--- src/rtl/pergate_am_fj_driver_pkg.sv ---
// Field definitions shared by the per-gate addmul/fj driver: element width,
// modulus and the single-subtract modular adder.
package pergate_am_fj_driver_pkg;

  localparam int unsigned F_NBITS = 16;
  localparam int unsigned NUM_FJ  = 3;

  typedef logic [F_NBITS-1:0] fe_t;

  localparam fe_t F_Q = 16'd65521;

  // Operands are always reduced, so one conditional subtract brings a+b back below q.
  function automatic fe_t field_modadd_f(input fe_t a, input fe_t b);
    logic [F_NBITS:0] s;
    s = {1'b0, a} + {1'b0, b};
    if (s >= {1'b0, F_Q}) begin
      s = s - {1'b0, F_Q};
    end
    return s[F_NBITS-1:0];
  endfunction

endpackage

--- src/rtl/pergate_am_fj_driver_if.sv ---
// Handshake bundle between the driver (master) and one per-gate compute unit (slave).
interface pergate_am_fj_driver_if;
  import pergate_am_fj_driver_pkg::*;

  logic      en_am;
  logic      restart;
  logic      gate_id_bit;
  logic      ready_pulse_am;
  logic      en_fj;
  logic      ready_fj;
  fe_t [2:0] fj;

  modport master (
    output en_am,
    output restart,
    output gate_id_bit,
    output en_fj,
    input  ready_pulse_am,
    input  ready_fj,
    input  fj
  );

  modport slave (
    input  en_am,
    input  restart,
    input  gate_id_bit,
    input  en_fj,
    output ready_pulse_am,
    output ready_fj,
    output fj
  );

endinterface

--- src/rtl/pergate_am_fj_driver_modadd.sv ---
// Combinational a + b mod q for already-reduced field elements.
module field_modadd
  import pergate_am_fj_driver_pkg::*;
(
  input  fe_t a,
  input  fe_t b,
  output fe_t sum
);

  always_comb begin
    sum = field_modadd_f(a, b);
  end

endmodule

--- src/rtl/pergate_am_fj_driver.sv ---
// Per-gate initiator: issues addmul then fj for each sumcheck round and folds
// the three fj products into running mod-q accumulators.
module pergate_am_fj_driver
  import pergate_am_fj_driver_pkg::*;
#(
  parameter int unsigned NROUNDS = 8,
  // Wide enough to hold NROUNDS itself, where the counter saturates.
  parameter int unsigned ID_BITS = $clog2(NROUNDS + 1)
)(
  input  logic                clk,
  input  logic                rst,
  input  logic                clear,
  input  logic [NROUNDS-1:0]  gate_id,
  input  logic                go,
  output logic                busy,
  output logic                round_done,
  output logic                all_done,
  output logic [ID_BITS-1:0]  round_idx,
  output fe_t [2:0]           acc,
  pergate_am_fj_driver_if.master unit
);

  typedef enum logic [2:0] {
    S_IDLE,
    S_AM_ISSUE,
    S_AM_WAIT,
    S_FJ_ISSUE,
    S_FJ_WAIT,
    S_ACC
  } state_t;

  localparam logic [ID_BITS-1:0] LAST_IDX = ID_BITS'(NROUNDS);

  state_t              state;
  state_t              state_nx;
  logic [NROUNDS-1:0]  gate_lat;
  fe_t [2:0]           cap;
  fe_t [2:0]           acc_sum;
  logic [ID_BITS-1:0]  next_idx;
  logic                cur_bit;
  logic                start;

  assign start    = go & ~all_done;
  assign next_idx = round_idx + ID_BITS'(1);

  always_ff @(posedge clk) begin
    if (rst || clear) begin
      state <= S_IDLE;
    end else begin
      state <= state_nx;
    end
  end

  always_comb begin
    state_nx = state;
    case (state)
      S_IDLE:     if (start) state_nx = S_AM_ISSUE;
      S_AM_ISSUE: state_nx = S_AM_WAIT;
      S_AM_WAIT:  if (unit.ready_pulse_am) state_nx = S_FJ_ISSUE;
      S_FJ_ISSUE: state_nx = S_FJ_WAIT;
      S_FJ_WAIT:  if (unit.ready_fj) state_nx = S_ACC;
      S_ACC:      state_nx = S_IDLE;
      default:    state_nx = S_IDLE;
    endcase
  end

  // Round counter never exceeds NROUNDS-1 while issuing, so this mux always hits.
  always_comb begin
    cur_bit = 1'b0;
    for (int unsigned i = 0; i < NROUNDS; i++) begin
      if (round_idx == ID_BITS'(i)) cur_bit = gate_lat[i];
    end
  end

  always_comb begin
    unit.en_am       = 1'b0;
    unit.restart     = 1'b0;
    unit.gate_id_bit = 1'b0;
    unit.en_fj       = 1'b0;
    busy             = (state != S_IDLE);
    if (state == S_AM_ISSUE) begin
      unit.en_am       = 1'b1;
      unit.restart     = (round_idx == '0);
      unit.gate_id_bit = cur_bit;
    end
    if (state == S_FJ_ISSUE) begin
      unit.en_fj = 1'b1;
    end
  end

  for (genvar k = 0; k < NUM_FJ; k++) begin : g_add
    field_modadd u_add (
      .a   (acc[k]),
      .b   (cap[k]),
      .sum (acc_sum[k])
    );
  end

  always_ff @(posedge clk) begin
    if (rst || clear) begin
      gate_lat   <= '0;
      cap        <= '0;
      acc        <= '0;
      round_idx  <= '0;
      round_done <= 1'b0;
      all_done   <= 1'b0;
    end else begin
      round_done <= (state == S_ACC);
      if (state == S_IDLE && start) begin
        gate_lat <= gate_id;
      end
      if (state == S_FJ_WAIT && unit.ready_fj) begin
        cap <= unit.fj;
      end
      if (state == S_ACC) begin
        acc       <= acc_sum;
        round_idx <= next_idx;
        if (next_idx == LAST_IDX) begin
          all_done <= 1'b1;
        end
      end
    end
  end

endmodule

--- src/flat_wrapper.sv ---
// flat-port wrapper written by rule: the top's interface ports become plain ports
module pergate_am_fj_driver_flat import pergate_am_fj_driver_pkg::*;
#(
  parameter int unsigned NROUNDS = 8,
                                                                     
  parameter int unsigned ID_BITS = $clog2(NROUNDS + 1)
)
  (clk, rst, clear, gate_id, go, busy, round_done, all_done, round_idx, acc, unit_en_am, unit_restart, unit_gate_id_bit, unit_en_fj, unit_ready_pulse_am, unit_ready_fj, unit_fj);
  pergate_am_fj_driver_if unit_i ();
  input  logic clk;
  input  logic rst;
  input  logic clear;
  input  logic [NROUNDS-1:0] gate_id;
  input  logic go;
  output logic busy;
  output logic round_done;
  output logic all_done;
  output logic [ID_BITS-1:0] round_idx;
  output fe_t [2:0] acc;
  output wire logic [$bits(unit_i.en_am)-1:0] unit_en_am;
  output wire logic [$bits(unit_i.restart)-1:0] unit_restart;
  output wire logic [$bits(unit_i.gate_id_bit)-1:0] unit_gate_id_bit;
  output wire logic [$bits(unit_i.en_fj)-1:0] unit_en_fj;
  input wire logic [$bits(unit_i.ready_pulse_am)-1:0] unit_ready_pulse_am;
  input wire logic [$bits(unit_i.ready_fj)-1:0] unit_ready_fj;
  input wire logic [$bits(unit_i.fj)-1:0] unit_fj;
  assign unit_en_am = unit_i.en_am;
  assign unit_restart = unit_i.restart;
  assign unit_gate_id_bit = unit_i.gate_id_bit;
  assign unit_en_fj = unit_i.en_fj;
  assign unit_i.ready_pulse_am = unit_ready_pulse_am;
  assign unit_i.ready_fj = unit_ready_fj;
  assign unit_i.fj = unit_fj;
  pergate_am_fj_driver #(.NROUNDS(NROUNDS), .ID_BITS(ID_BITS)) u_core (.clk(clk), .rst(rst), .clear(clear), .gate_id(gate_id), .go(go), .busy(busy), .round_done(round_done), .all_done(all_done), .round_idx(round_idx), .acc(acc), .unit(unit_i));
endmodule
--- config.mk ---
export PLATFORM = sky130hd
export DESIGN_NAME = pergate_am_fj_driver_flat
export DESIGN_NICKNAME = d
export VERILOG_FILES = /design/src/rtl/pergate_am_fj_driver_pkg.sv /design/src/rtl/pergate_am_fj_driver_if.sv /design/src/rtl/pergate_am_fj_driver_modadd.sv /design/src/rtl/pergate_am_fj_driver.sv /design/src/flat_wrapper.sv
export SDC_FILE = /design/constraint.sdc
export NUM_CORES = 1
export LEC_CHECK = 0
export CORE_ASPECT_RATIO = 1.4
export CORE_UTILIZATION = 55
export DETAILED_ROUTE_END_ITERATION = 8
export GPL_TIMING_DRIVEN = 0
export PLACE_DENSITY = 0.78
export SETUP_SLACK_MARGIN = 0.1
export SYNTH_ARGS = -nofsm -noshare
export SYNTH_HDL_FRONTEND = slang
export SYNTH_SLANG_ARGS = --single-unit
--- constraint.sdc ---
create_clock -name clk -period 5.2 [get_ports clk]
set_clock_uncertainty 0.05 [all_clocks]
set_input_delay 1.04 -clock clk [delete_from_list [all_inputs] [get_ports clk]]
set_output_delay 1.04 -clock clk [all_outputs]
set_load 0.005 [all_outputs]
==> impl_summary.log, run 1 <==
[metrics] Max Cap Viol: 0
[metrics] vias in the first global route: approximately 7500
[metrics] worst vdd rail ir drop: ~0.19 mV
[metrics] slowest stage cell on the critical path: sky130_fd_sc_hd__a221oi_1
[metrics] Ys Warns: 0
[metrics] Setup Fix Bufs, Post-CTS: 0
[metrics] count of antenna-violating nets left after detailed routing: 0
[metrics] Top Metal Used: met4
[metrics] data arrival time of the worst path: 4610 ps
[metrics] clock tree from TritonCTS: yes
[metrics] number of enable flip-flop cells after synthesis: 0
[metrics] worst slew slack as a fraction of its limit: 0.442
[metrics] flops & latches, synth: ~110
[metrics] DRC violation total after the first TritonRoute iteration: around 310
[metrics] delay-heaviest family, CP: compound AO/OA/AOI/OAI gates
[metrics] CTS max path bufs: 2
[metrics] Worst-Margin Slew: 837 ps
[metrics] pins over their slew limit: 0
[metrics] pin count of the biggest net entering global routing: 17
[metrics] Avg WL per Cell: 17.2 µm
[metrics] row count: 51
[metrics] clock-pin slew of the registers on the worst-case setup and hold paths: about 60 ps
[metrics] layout cell share with drive strength beyond 1: 0.0409
[metrics] most instantiated cells after synthesis: sky130_fd_sc_hd__nand2_1 (172), sky130_fd_sc_hd__dfxtp_1 (113), sky130_fd_sc_hd__a21oi_1 (112), sky130_fd_sc_hd__o21ai_0 (74), sky130_fd_sc_hd__nor2_1 (60)
[metrics] most frequent cell after synthesis: sky130_fd_sc_hd__nand2_1
[metrics] post-synthesis instance area: 7830 µm²
[metrics] Met1 Routed Length: 9320 µm
[metrics] Clock Tree Root: sky130_fd_sc_hd__clkbuf_16
[metrics] WS Path Type: reg -> reg
[metrics] routability congestion estimate from global placement: 0.915
[metrics] deepest level of the CTS H-tree: 4
[metrics] wire length on met3: about 1000 µm
[metrics] Final Power: 2150 µW
[metrics] clock latency on the worst-skew pair: around 400 ps
[metrics] minimum clock period after layout: 4400 ps
[metrics] gate count after technology mapping: approximately 1000
[metrics] type of the most critical hold path: reg -> reg
[metrics] area growth from synthesis to layout: 25.8%
[metrics] cells resized by post-CTS repair: 0
[metrics] Post-Route Setup TNS: 0 ps
[metrics] starting utilization of the core area: 0.563
[metrics] height of the die: about 140 µm
[metrics] post-synth net total: 1145
[metrics] cts-stage hold buffer count: 0
[metrics] initial antenna violation count: 0
[metrics] Unique masters post-synth: 71
[metrics] total global routing overflow: 0
[metrics] number of endpoints with negative hold slack in the final report: 0
[metrics] required time of the critical path: 5410 ps
[metrics] amount of wire on met2 after detailed routing: 12000 µm
[metrics] power per cell area: 218 nW/µm²
[metrics] total number of vias: just over 8000
[metrics] Via-to-Cell Ratio: 5.99
[metrics] achievable clock frequency: 0.227 GHz
[metrics] highest net fanout along the worst path: 10
[metrics] total buffers and inverters traversed by the critical path: 1
[metrics] primary flip-flop cell chosen by synthesis mapping: sky130_fd_sc_hd__dfxtp_1
[metrics] antenna diode count: 0
[metrics] hpwl dp: around 17000 µm
[metrics] mean instance size in the synthesized netlist: 7.67 µm²
[metrics] post-route fraction of the period consumed by the critical path: 0.846
[metrics] first-pass GRT wire length: 36100 µm
[metrics] count of buffers from port buffering: 120
[metrics] portion of synthesized cell area occupied by the leading cell type: 0.289
[metrics] cells along the critical path: ha_1 -> fa_1 -> a21o_1 -> a221oi_1 -> xor2_1 -> nor3_1 -> nand3_1 -> nor4b_4 -> a41oi_1 -> buf_2 -> o41ai_1 -> a2111oi_0
[metrics] cell taking the most area after synthesis: sky130_fd_sc_hd__dfxtp_1
[metrics] final net count: 1284
[metrics] Boundary Pins: around 120
[metrics] fill cell instance count of the final layout: ~1200
[metrics] portion of the post-synthesis area used by sequential elements: 0.289
[metrics] # setup viols final: 0
[metrics] number of iterations in the first detailed-routing pass: 5
[metrics] worst stage delay on the critical path: 530 ps
[metrics] number of remaining DRC errors: 0
[metrics] overall fraction of global-route tracks in use: 0.319
[metrics] CTS Buf Count: 17
[metrics] total length of routed wires: 23300 µm
[metrics] TritonCTS Sinks: 113
[metrics] Leak: roughly 0.0038 µW
[metrics] RSZ-0062 raised after global routing: false
[metrics] sort of element at the end of the critical path: flip-flop
[metrics] area enclosed by the die boundary: 14700 µm²
[metrics] run status: completed
[metrics] Area contributors post-synth: sky130_fd_sc_hd__dfxtp_1 (29%), sky130_fd_sc_hd__ha_1 (9.4%), sky130_fd_sc_hd__nand2_1 (8.2%)
[metrics] Die X: slightly above 100 µm
[metrics] core area: 13900 µm²
[metrics] category of the worst setup path launch point: flip-flop
[metrics] FFs w/ async S/R, synth: 0
logic make-up (layout without fill, tap and decap cells):
family / Yosys count / after routing / share of synthesized area
compound gates: 307 / 307 / 0.246
mux: 12 / 12 / 0.0153
xor+xnor: 58 / 58 / 0.0648
flops: 113 / 113 / 0.289
simple gates: 395 / 395 / 0.247
buf+inv: 74 / 226 / 0.0364
fa+ha+maj: 62 / 62 / 0.102
power by group:
part / internal (µW) / switching (µW)
Sequential: 869 / 1.26
Combinational: 52.6 / 37.0
Clock: 763 / 427
layer usage:
| layer | track usage | vias up |
|---|---|---|
| li1 | - | 3983 |
| met1 | 0.349 | 3837 |
| met2 | 0.587 | 253 |
| met3 | 0.0460 | 65 |
| met4 | 0.160 | 0 |
| met5 | 0 | - |
flip-flops by register name (all words and copies together) (netlist names):
signal             flops
u_core.cap            48
u_core.acc            48
u_core.gate_lat        8
u_core.round_done      1
u_core.state           3
u_core.all_done        1
u_core.round_idx       4
layout by cell type (no fill, tap or decap), types with 6 or more instances in the layout:
cell type,n
sky130_fd_sc_hd__xnor2_1,39
sky130_fd_sc_hd__nor4_1,10
sky130_fd_sc_hd__inv_1,26
sky130_fd_sc_hd__nand2b_1,9
sky130_fd_sc_hd__a21o_1,19
sky130_fd_sc_hd__nor3b_1,10
sky130_fd_sc_hd__nor2b_1,10
sky130_fd_sc_hd__ha_1,59
sky130_fd_sc_hd__o21a_1,7
sky130_fd_sc_hd__dfxtp_1,113
sky130_fd_sc_hd__clkdlybuf4s50_1,120
sky130_fd_sc_hd__buf_2,6
sky130_fd_sc_hd__nand3_1,28
sky130_fd_sc_hd__and4_1,6
sky130_fd_sc_hd__xor2_1,19
sky130_fd_sc_hd__and3_1,14
sky130_fd_sc_hd__a31oi_1,8
sky130_fd_sc_hd__or3_1,9
sky130_fd_sc_hd__nand2_1,172
sky130_fd_sc_hd__o211ai_1,8
sky130_fd_sc_hd__o21ai_0,74
sky130_fd_sc_hd__nor3_1,21
sky130_fd_sc_hd__and2_1,11
sky130_fd_sc_hd__clkbuf_1,43
sky130_fd_sc_hd__mux2i_1,12
sky130_fd_sc_hd__a21oi_1,112
sky130_fd_sc_hd__a211oi_1,16
sky130_fd_sc_hd__nor2_1,60
sky130_fd_sc_hd__clkbuf_16,17
worst paths after layout:
path	start	endpoint	depth (start not counted)	slack, ps
setup / recovery	u_core.acc[16]	u_core.acc[23]	12	800
hold / removal	u_core.cap[11]	u_core.cap[11]	2	410
setup reg to reg	u_core.acc[16]	u_core.acc[23]	12	800
hold reg to reg	u_core.cap[11]	u_core.cap[11]	2	410
stage by stage:
stage | instances | utilization | hold slack [ps] | area [µm²] | worst slack (ps)
detailed placement | 1326 | 0.666 | 401 | 9270 | 919
global route | 1358 | 0.708 | 430 | 9860 | 492
floorplan | 1021 | - | 390 | 7830 | 1500
CTS | 1358 | 0.708 | 408 | 9860 | 875
finish | 1358 | 0.708 | 407 | 9860 | 799
global placement | 1326 | 0.666 | 397 | 9270 | 927
worst min-delay path: cells and delay by family, from the launching register on:
family | cells | cell delay (ps)
compound gates | 1 | 50
simple gates | 1 | 50
flops | 1 | 310
layout make-up:
type                    instances  area [µm²]  area share
multi-input cells             834        5290       0.536
flip-flops and latches        113        2260       0.230
repair buffers                120        1200       0.122
clock buffers                  22         454      0.0461
well taps                     185         231      0.0235
plain buffers                  48         188      0.0190
clock inverters                10         135      0.0137
inverters                      26        97.6     0.00990
Power figures use the tool's default switching activity.
==> run 2, diff against run 1 <==
==> constraint.sdc (replaced) <==
create_clock -name clk -period 4.5 [get_ports clk]
set_clock_uncertainty 0.05 [all_clocks]
set_input_delay 0.9 -clock clk [delete_from_list [all_inputs] [get_ports clk]]
set_output_delay 0.9 -clock clk [all_outputs]
set_load 0.005 [all_outputs]
==> impl_summary.log, run 2 (synthesis results as in run 1) <==
[metrics] hpwl dp: 17400 µm (unchanged)
[metrics] height of the die: 143 µm (unchanged)
[metrics] cts-stage hold buffer count: 0 (unchanged)
[metrics] RSZ-0062 raised after global routing: false (unchanged)
[metrics] row count: 51 (unchanged)
[metrics] area growth from synthesis to layout: 26.1% (was 25.8%)
[metrics] leading cell type in the layout, fill and taps excluded: sky130_fd_sc_hd__nand2_1 (unchanged)
[metrics] count of antenna-violating nets left after detailed routing: 0 (unchanged)
[metrics] Via-to-Cell Ratio: 5.98 (was 5.99)
[metrics] Worst-Margin Slew: 833 ps (was 837 ps)
[metrics] type of the most critical hold path: reg -> reg (unchanged)
[metrics] routability congestion estimate from global placement: 0.915 (unchanged)
[metrics] Post-Route Setup TNS: 0 ps (unchanged)
[metrics] area occupied by registers: 2260 µm² (unchanged)
[metrics] worst vdd rail ir drop: 0.217 mV (was 0.189 mV)
[metrics] run status: completed (unchanged)
[metrics] R2R depth: 13 (was 12)
[metrics] Max Cap Viol: 0 (unchanged)
[metrics] required time of the critical path: 4710 ps (was 5410 ps)
[metrics] clock-pin slew of the registers on the worst-case setup and hold paths: 60 ps (about the same)
[metrics] data arrival time of the worst path: 4370 ps (was 4610 ps)
[metrics] antenna diode count: 0 (unchanged)
[metrics] # setup viols final: 0 (unchanged)
[metrics] vias in the first global route: 7531 (unchanged)
[metrics] Boundary Pins: 121 (unchanged)
[metrics] count of buffers from port buffering: 120 (unchanged)
[metrics] sort of element at the end of the critical path: flip-flop (unchanged)
[metrics] Avg WL per Cell: 17.1 µm (was 17.2 µm)
[metrics] layout cell share with drive strength beyond 1: 0.0443 (was 0.0409)
[metrics] leading cell types in the layout, fill and taps excluded: sky130_fd_sc_hd__nand2_1 (172), sky130_fd_sc_hd__clkdlybuf4s50_1 (120), sky130_fd_sc_hd__dfxtp_1 (113), sky130_fd_sc_hd__a21oi_1 (112), sky130_fd_sc_hd__o21ai_0 (74) (unchanged)
[metrics] total global routing overflow: 0 (unchanged)
[metrics] DRC violation total after the first TritonRoute iteration: 354 (was 309)
[metrics] number of stages on the worst hold path: 2 (unchanged)
[metrics] starting utilization of the core area: 0.563 (unchanged)
[metrics] number of placed instances with taps included: 1326 (unchanged)
[metrics] reg2reg setup slack: 340 ps (was 800 ps)
[metrics] worst slew slack as a fraction of its limit: 0.445 (was 0.442)
[metrics] TritonCTS Sinks: 113 (unchanged)
[metrics] total length of routed wires: 23300 µm (about the same)
[metrics] category of the worst setup path launch point: flip-flop (unchanged)
[metrics] area enclosed by the die boundary: 14700 µm² (unchanged)
[metrics] achievable clock frequency: 0.240 GHz (was 0.227 GHz)
[metrics] deepest level of the CTS H-tree: 4 (unchanged)
[metrics] number of remaining DRC errors: 0 (unchanged)
[metrics] Final Instance Count excl. Fillers: 1360 (was 1358)
[metrics] number of endpoints with negative hold slack in the final report: 0 (unchanged)
[metrics] registers with the highest flip-flop counts: u_core.acc: 48 flops, u_core.cap: 48 flops, u_core.gate_lat: 8 flops (unchanged)
[metrics] fill cell instance count of the final layout: 1204 (was 1211)
[metrics] clock tree from TritonCTS: yes (unchanged)
[metrics] setup slack of the critical path after layout: 338 ps (was 799 ps)
[metrics] Die X: 103 µm (unchanged)
[metrics] core area: 13900 µm² (unchanged)
[metrics] pin count of the biggest net entering global routing: 17 (unchanged)
[metrics] highest net fanout along the worst path: 10 (unchanged)
[metrics] clock latency on the worst-skew pair: 410 ps (about the same)
[metrics] number of iterations in the first detailed-routing pass: 5 (unchanged)
[metrics] minimum clock period after layout: 4160 ps (was 4400 ps)
[metrics] worst setup slack before clock tree synthesis: 219 ps (was 919 ps)
[metrics] area taken by multi-input logic gates: 5300 µm² (was 5290 µm²)
[metrics] CTS Buf Count: 17 (unchanged)
[metrics] pins over their slew limit: 0 (unchanged)
[metrics] first-pass GRT wire length: 36100 µm (unchanged)
[metrics] final net count: 1286 (was 1284)
[metrics] Clock Tree Root: sky130_fd_sc_hd__clkbuf_16 (unchanged)
[metrics] total number of vias: 8127 (was 8138)
[metrics] WS Path Type: reg -> reg (unchanged)
[metrics] power per cell area: 251 nW/µm² (was 218 nW/µm²)
[metrics] overall fraction of global-route tracks in use: 0.319 (unchanged)
[metrics] CTS max path bufs: 2 (unchanged)
[metrics] post-route fraction of the period consumed by the critical path: 0.925 (was 0.846)
[metrics] Leak: 0.00386 µW (was 0.00384 µW)
[metrics] initial antenna violation count: 0 (unchanged)
-- run 2: cell types whose count changed in the layout (fill, tap and decap cells not counted) --
cell,before,now
sky130_fd_sc_hd__a221oi_2,2,3
sky130_fd_sc_hd__nor3_2,0,1
sky130_fd_sc_hd__a221oi_1,3,2
sky130_fd_sc_hd__nor3_1,21,20
sky130_fd_sc_hd__buf_4,0,2
-- run 2: where the power goes --
group	total, µW	internal, µW	leakage (µW)	switching (µW)
logic	103	60.7	0.00267	42.7
clock network	1370	882	0.000276	489
registers	1010	1000	0.000910	1.44
-- run 2: layer usage --
layer | wire [µm] | global-route usage | vias to the layer above | share of wire
li1 | - | - | 3984 | -
met1 | 9270 | 0.349 | 3835 | 0.40
met2 | 12000 | 0.587 | 242 | 0.52
met3 | 1020 | 0.0460 | 66 | 0.044
met4 | 974 | 0.160 | 0 | 0.042
met5 | 0 | 0 | - | 0
-- run 2: per-stage QoR --
stage | hold WS, ps | util | power [µW] | cell area (µm²)
after floorplan | 390 | - | 1060 | 7830
after global placement | 397 | 0.666 | 1130 | 9270
after detailed placement | 401 | 0.666 | 1130 | 9270
after CTS | 408 | 0.708 | 2480 | 9860
after global routing | 430 | 0.710 | 2540 | 9880
final | 407 | 0.710 | 2480 | 9880
-- run 2: worst max-delay path: stages, from the launching register on --
cell and delay (ps):
sky130_fd_sc_hd__dfxtp_1 320, sky130_fd_sc_hd__ha_1 240, sky130_fd_sc_hd__fa_1 440, sky130_fd_sc_hd__a21o_1 240
sky130_fd_sc_hd__a221oi_2 490, sky130_fd_sc_hd__o311ai_0 170, sky130_fd_sc_hd__or4b_1 280, sky130_fd_sc_hd__nor4bb_1 420
sky130_fd_sc_hd__and4_1 310, sky130_fd_sc_hd__a21oi_1 110, sky130_fd_sc_hd__buf_2 240, sky130_fd_sc_hd__nor4b_1 410
sky130_fd_sc_hd__xnor2_1 190, sky130_fd_sc_hd__a21oi_1 90
-- run 2: repair_timing --
action	CTS	global route
resized for setup	0	2
setup endpoints to repair	0	11
setup buffers	0	2
-- run 2: final timing paths --
| kind | startpoint | end |
|---|---|---|
| worst max-delay path | u_core.acc[0] | u_core.acc[12] |
| worst min-delay path | u_core.cap[11] | u_core.cap[11] |
| worst max register to register | u_core.acc[0] | u_core.acc[12] |
| worst min register to register | u_core.cap[11] | u_core.cap[11] |
-- run 2: cell type report --
type / instances / share of cell area
buffer: 48 / 0.0190
clock buffer: 22 / 0.0460
clock inverter: 10 / 0.0137
inverter: 26 / 0.00988
multi-input combinational: 834 / 0.536
sequential: 113 / 0.229
tap: 185 / 0.0234
timing repair buffer: 122 / 0.123
==> run 3, diff against run 2 <==
--- a/config.mk
+++ b/config.mk
@@ -5,7 +5,9 @@
 export SDC_FILE = /design/constraint.sdc
 export NUM_CORES = 1
 export LEC_CHECK = 0
+export CAP_MARGIN = 40
 export CORE_ASPECT_RATIO = 1.4
+export CORE_MARGIN = 2
 export CORE_UTILIZATION = 55
 export DETAILED_ROUTE_END_ITERATION = 8
 export GPL_TIMING_DRIVEN = 0
==> impl_summary.log, run 3 (synthesis results as in run 1) <==
[metrics] # setup viols final: 0 (unchanged)
[metrics] run status: completed (unchanged)
[metrics] type of the most critical hold path: reg -> reg (unchanged)
[metrics] total buffers and inverters traversed by the critical path: 1 (unchanged)
[metrics] leading cell types in the layout, fill and taps excluded: sky130_fd_sc_hd__nand2_1 (172), sky130_fd_sc_hd__clkdlybuf4s50_1 (120), sky130_fd_sc_hd__dfxtp_1 (113), sky130_fd_sc_hd__a21oi_1 (112), sky130_fd_sc_hd__o21ai_0 (74) (unchanged)
[metrics] count of antenna-violating nets left after detailed routing: 0 (unchanged)
[metrics] cell repeated most along the worst path: sky130_fd_sc_hd__a21oi_1 (unchanged)
[metrics] registers with the highest flip-flop counts: u_core.acc: 48 flops, u_core.cap: 48 flops, u_core.gate_lat: 8 flops (unchanged)
[metrics] Leak: 0.00392 µW (was 0.00386 µW)
[metrics] total length of routed wires: 24000 µm (was 23300 µm)
[metrics] RSZ-0062 raised after global routing: false (unchanged)
[metrics] area growth from synthesis to layout: 27.6% (was 26.1%)
[metrics] total number of vias: 8150 (was 8127)
[metrics] CTS Buf Count: 17 (unchanged)
[metrics] minimum clock period after layout: 4330 ps (was 4160 ps)
[metrics] amount of wire on met2 after detailed routing: 12300 µm (was 12000 µm)
[metrics] achievable clock frequency: 0.231 GHz (was 0.240 GHz)
[metrics] worst stage delay on the critical path: 520 ps (was 490 ps)
[metrics] slowest stage cell on the critical path: sky130_fd_sc_hd__a221oi_2 (unchanged)
[metrics] starting utilization of the core area: 0.563 (unchanged)
[metrics] initial antenna violation count: 0 (unchanged)
[metrics] number of remaining DRC errors: 0 (unchanged)
[metrics] category of the worst setup path launch point: flip-flop (unchanged)
[metrics] core area: 13900 µm² (unchanged)
[metrics] worst vdd rail ir drop: 0.230 mV (was 0.217 mV)
[metrics] layout cell share with drive strength beyond 1: 0.0484 (was 0.0443)
[metrics] Top Metal Used: met4 (unchanged)
[metrics] pin count of the biggest net entering global routing: 17 (unchanged)
[metrics] vias in the first global route: 7949 (was 7531)
[metrics] final core area utilization: 0.718 (was 0.710)
[metrics] cts-stage hold buffer count: 0 (unchanged)
[metrics] DRC violation total after the first TritonRoute iteration: 394 (was 354)
[metrics] count of buffers from port buffering: 120 (unchanged)
[metrics] fill cell instance count of the final layout: 1184 (was 1204)
[metrics] number of iterations in the first detailed-routing pass: 5 (unchanged)
[metrics] power per cell area: 268 nW/µm² (was 251 nW/µm²)
[metrics] Die X: 105 µm (was 103 µm)
[metrics] highest net fanout along the worst path: 10 (unchanged)
[metrics] row count: 51 (unchanged)
[metrics] pins over their slew limit: 0 (unchanged)
[metrics] area taken by multi-input logic gates: 5300 µm² (about the same)
[metrics] number of endpoints with negative hold slack in the final report: 0 (unchanged)
[metrics] WS Path Type: reg -> reg (unchanged)
[metrics] clock-pin slew of the registers on the worst-case setup and hold paths: 60 ps (about the same)
[metrics] deepest level of the CTS H-tree: 4 (unchanged)
[metrics] worst setup slack before clock tree synthesis: 256 ps (was 219 ps)
[metrics] height of the die: 145 µm (was 143 µm)
[metrics] antenna diode count: 0 (unchanged)
[metrics] sort of element at the end of the critical path: flip-flop (unchanged)
[metrics] worst slew slack as a fraction of its limit: 0.456 (was 0.445)
[metrics] CTS max path bufs: 2 (unchanged)
[metrics] post-route fraction of the period consumed by the critical path: 0.962 (was 0.925)
[metrics] leading cell type in the layout, fill and taps excluded: sky130_fd_sc_hd__nand2_1 (unchanged)
[metrics] overall fraction of global-route tracks in use: 0.310 (was 0.319)
[metrics] clock latency on the worst-skew pair: 420 ps (was 410 ps)
[metrics] required time of the critical path: 4720 ps (was 4710 ps)
[metrics] Post-Route Setup TNS: 0 ps (unchanged)
[metrics] data arrival time of the worst path: 4540 ps (was 4370 ps)
[metrics] setup slack of the critical path after layout: 172 ps (was 338 ps)
[metrics] cells along the critical path: ha_1 -> fa_1 -> a21o_1 -> a221oi_2 -> o311ai_0 -> or4b_1 -> nor4bb_1 -> and4_1 -> a21oi_1 -> buf_2 -> nor4b_1 -> xnor2_1 -> a21oi_1 (unchanged)
[metrics] Clock Tree Root: sky130_fd_sc_hd__clkbuf_16 (unchanged)
[metrics] TritonCTS Sinks: 113 (unchanged)
[metrics] total global routing overflow: 0 (unchanged)
[metrics] Worst-Margin Slew: 817 ps (was 833 ps)
[metrics] Avg WL per Cell: 17.6 µm (was 17.1 µm)
[metrics] wire length on met3: 1460 µm (was 1020 µm)
[metrics] clock tree from TritonCTS: yes (unchanged)
[metrics] final net count: 1288 (was 1286)
[metrics] Boundary Pins: 121 (unchanged)
[metrics] hpwl dp: 17700 µm (was 17400 µm)
[metrics] routability congestion estimate from global placement: 0.951 (was 0.915)
[metrics] first-pass GRT wire length: 38300 µm (was 36100 µm)
[metrics] area occupied by registers: 2260 µm² (unchanged)
[metrics] delay-heaviest family, CP: simple AND/OR/NAND/NOR gates (unchanged)
[metrics] Via-to-Cell Ratio: 5.98 (about the same)
[metrics] Max Cap Viol: 0 (unchanged)
[metrics] Met1 Routed Length: 9030 µm (was 9270 µm)
[metrics] area enclosed by the die boundary: 15200 µm² (was 14700 µm²)
## run 3: changes by cell type in the layout (fill, tap and decap cells not counted), sizes merged
cell and delta:
buf +2, bufinv +3, clkinv +1, clkinvlp -4
## run 3: stage by stage
step | std cells | total power [µW] | hold WS [ps] | instance area, µm²
after global routing | 1362 | 2740 | 423 | 9990
after detailed placement | 1326 | 1130 | 402 | 9270
after global placement | 1326 | 1130 | 395 | 9270
final | 1362 | 2680 | 408 | 9990
after CTS | 1358 | 2690 | 409 | 9940
after floorplan | 1021 | 1060 | 390 | 7830
## run 3: routing by layer
metal  vias up  track usage
li1       3973            -
met1      3793        0.331
met2       288        0.572
met3        96       0.0490
met4         0        0.173
met5         -            0
## run 3: worst reg2reg max path: cells and delay by family (launching register included)
family	cells	cell delay [ps]
and+or+nand+nor	4	1550
AOI/OAI and AO/OA	5	1140
adders and majority gates	2	670
DFF	1	320
buffers and inverters	1	250
xor gates and xnor gates	1	190
## run 3: final timing paths
path / startpoint / end / slack [ps] / cells after the start
worst min register to register: u_core.cap[6] / u_core.cap[6] / 410 / 2
worst max register to register: u_core.acc[0] / u_core.acc[12] / 170 / 13
worst min-delay path: u_core.cap[6] / u_core.cap[6] / 410 / 2
worst max-delay path: u_core.acc[0] / u_core.acc[12] / 170 / 13
## run 3: area by class of cell
class | instances | area share
well taps | 185 | 0.0232
flip-flops and latches | 113 | 0.226
clock inverters | 10 | 0.0204
multi-input cells | 834 | 0.531
inverters | 26 | 0.00977
clock buffers | 22 | 0.0475
repair buffers | 124 | 0.123
plain buffers | 48 | 0.0188
## run 3: what timing repair did
item / CTS / global route
resized for setup: 0 / 3
buffers inserted: 0 / 4
hold endpoints to repair: 0 / 0
setup endpoints to repair: 0 / 13
## run 3: power breakdown
part	switching (µW)	internal (µW)	total, µW
registers	1.56	1000	1010
logic	42.3	60.7	103
clock network	491	1080	1570
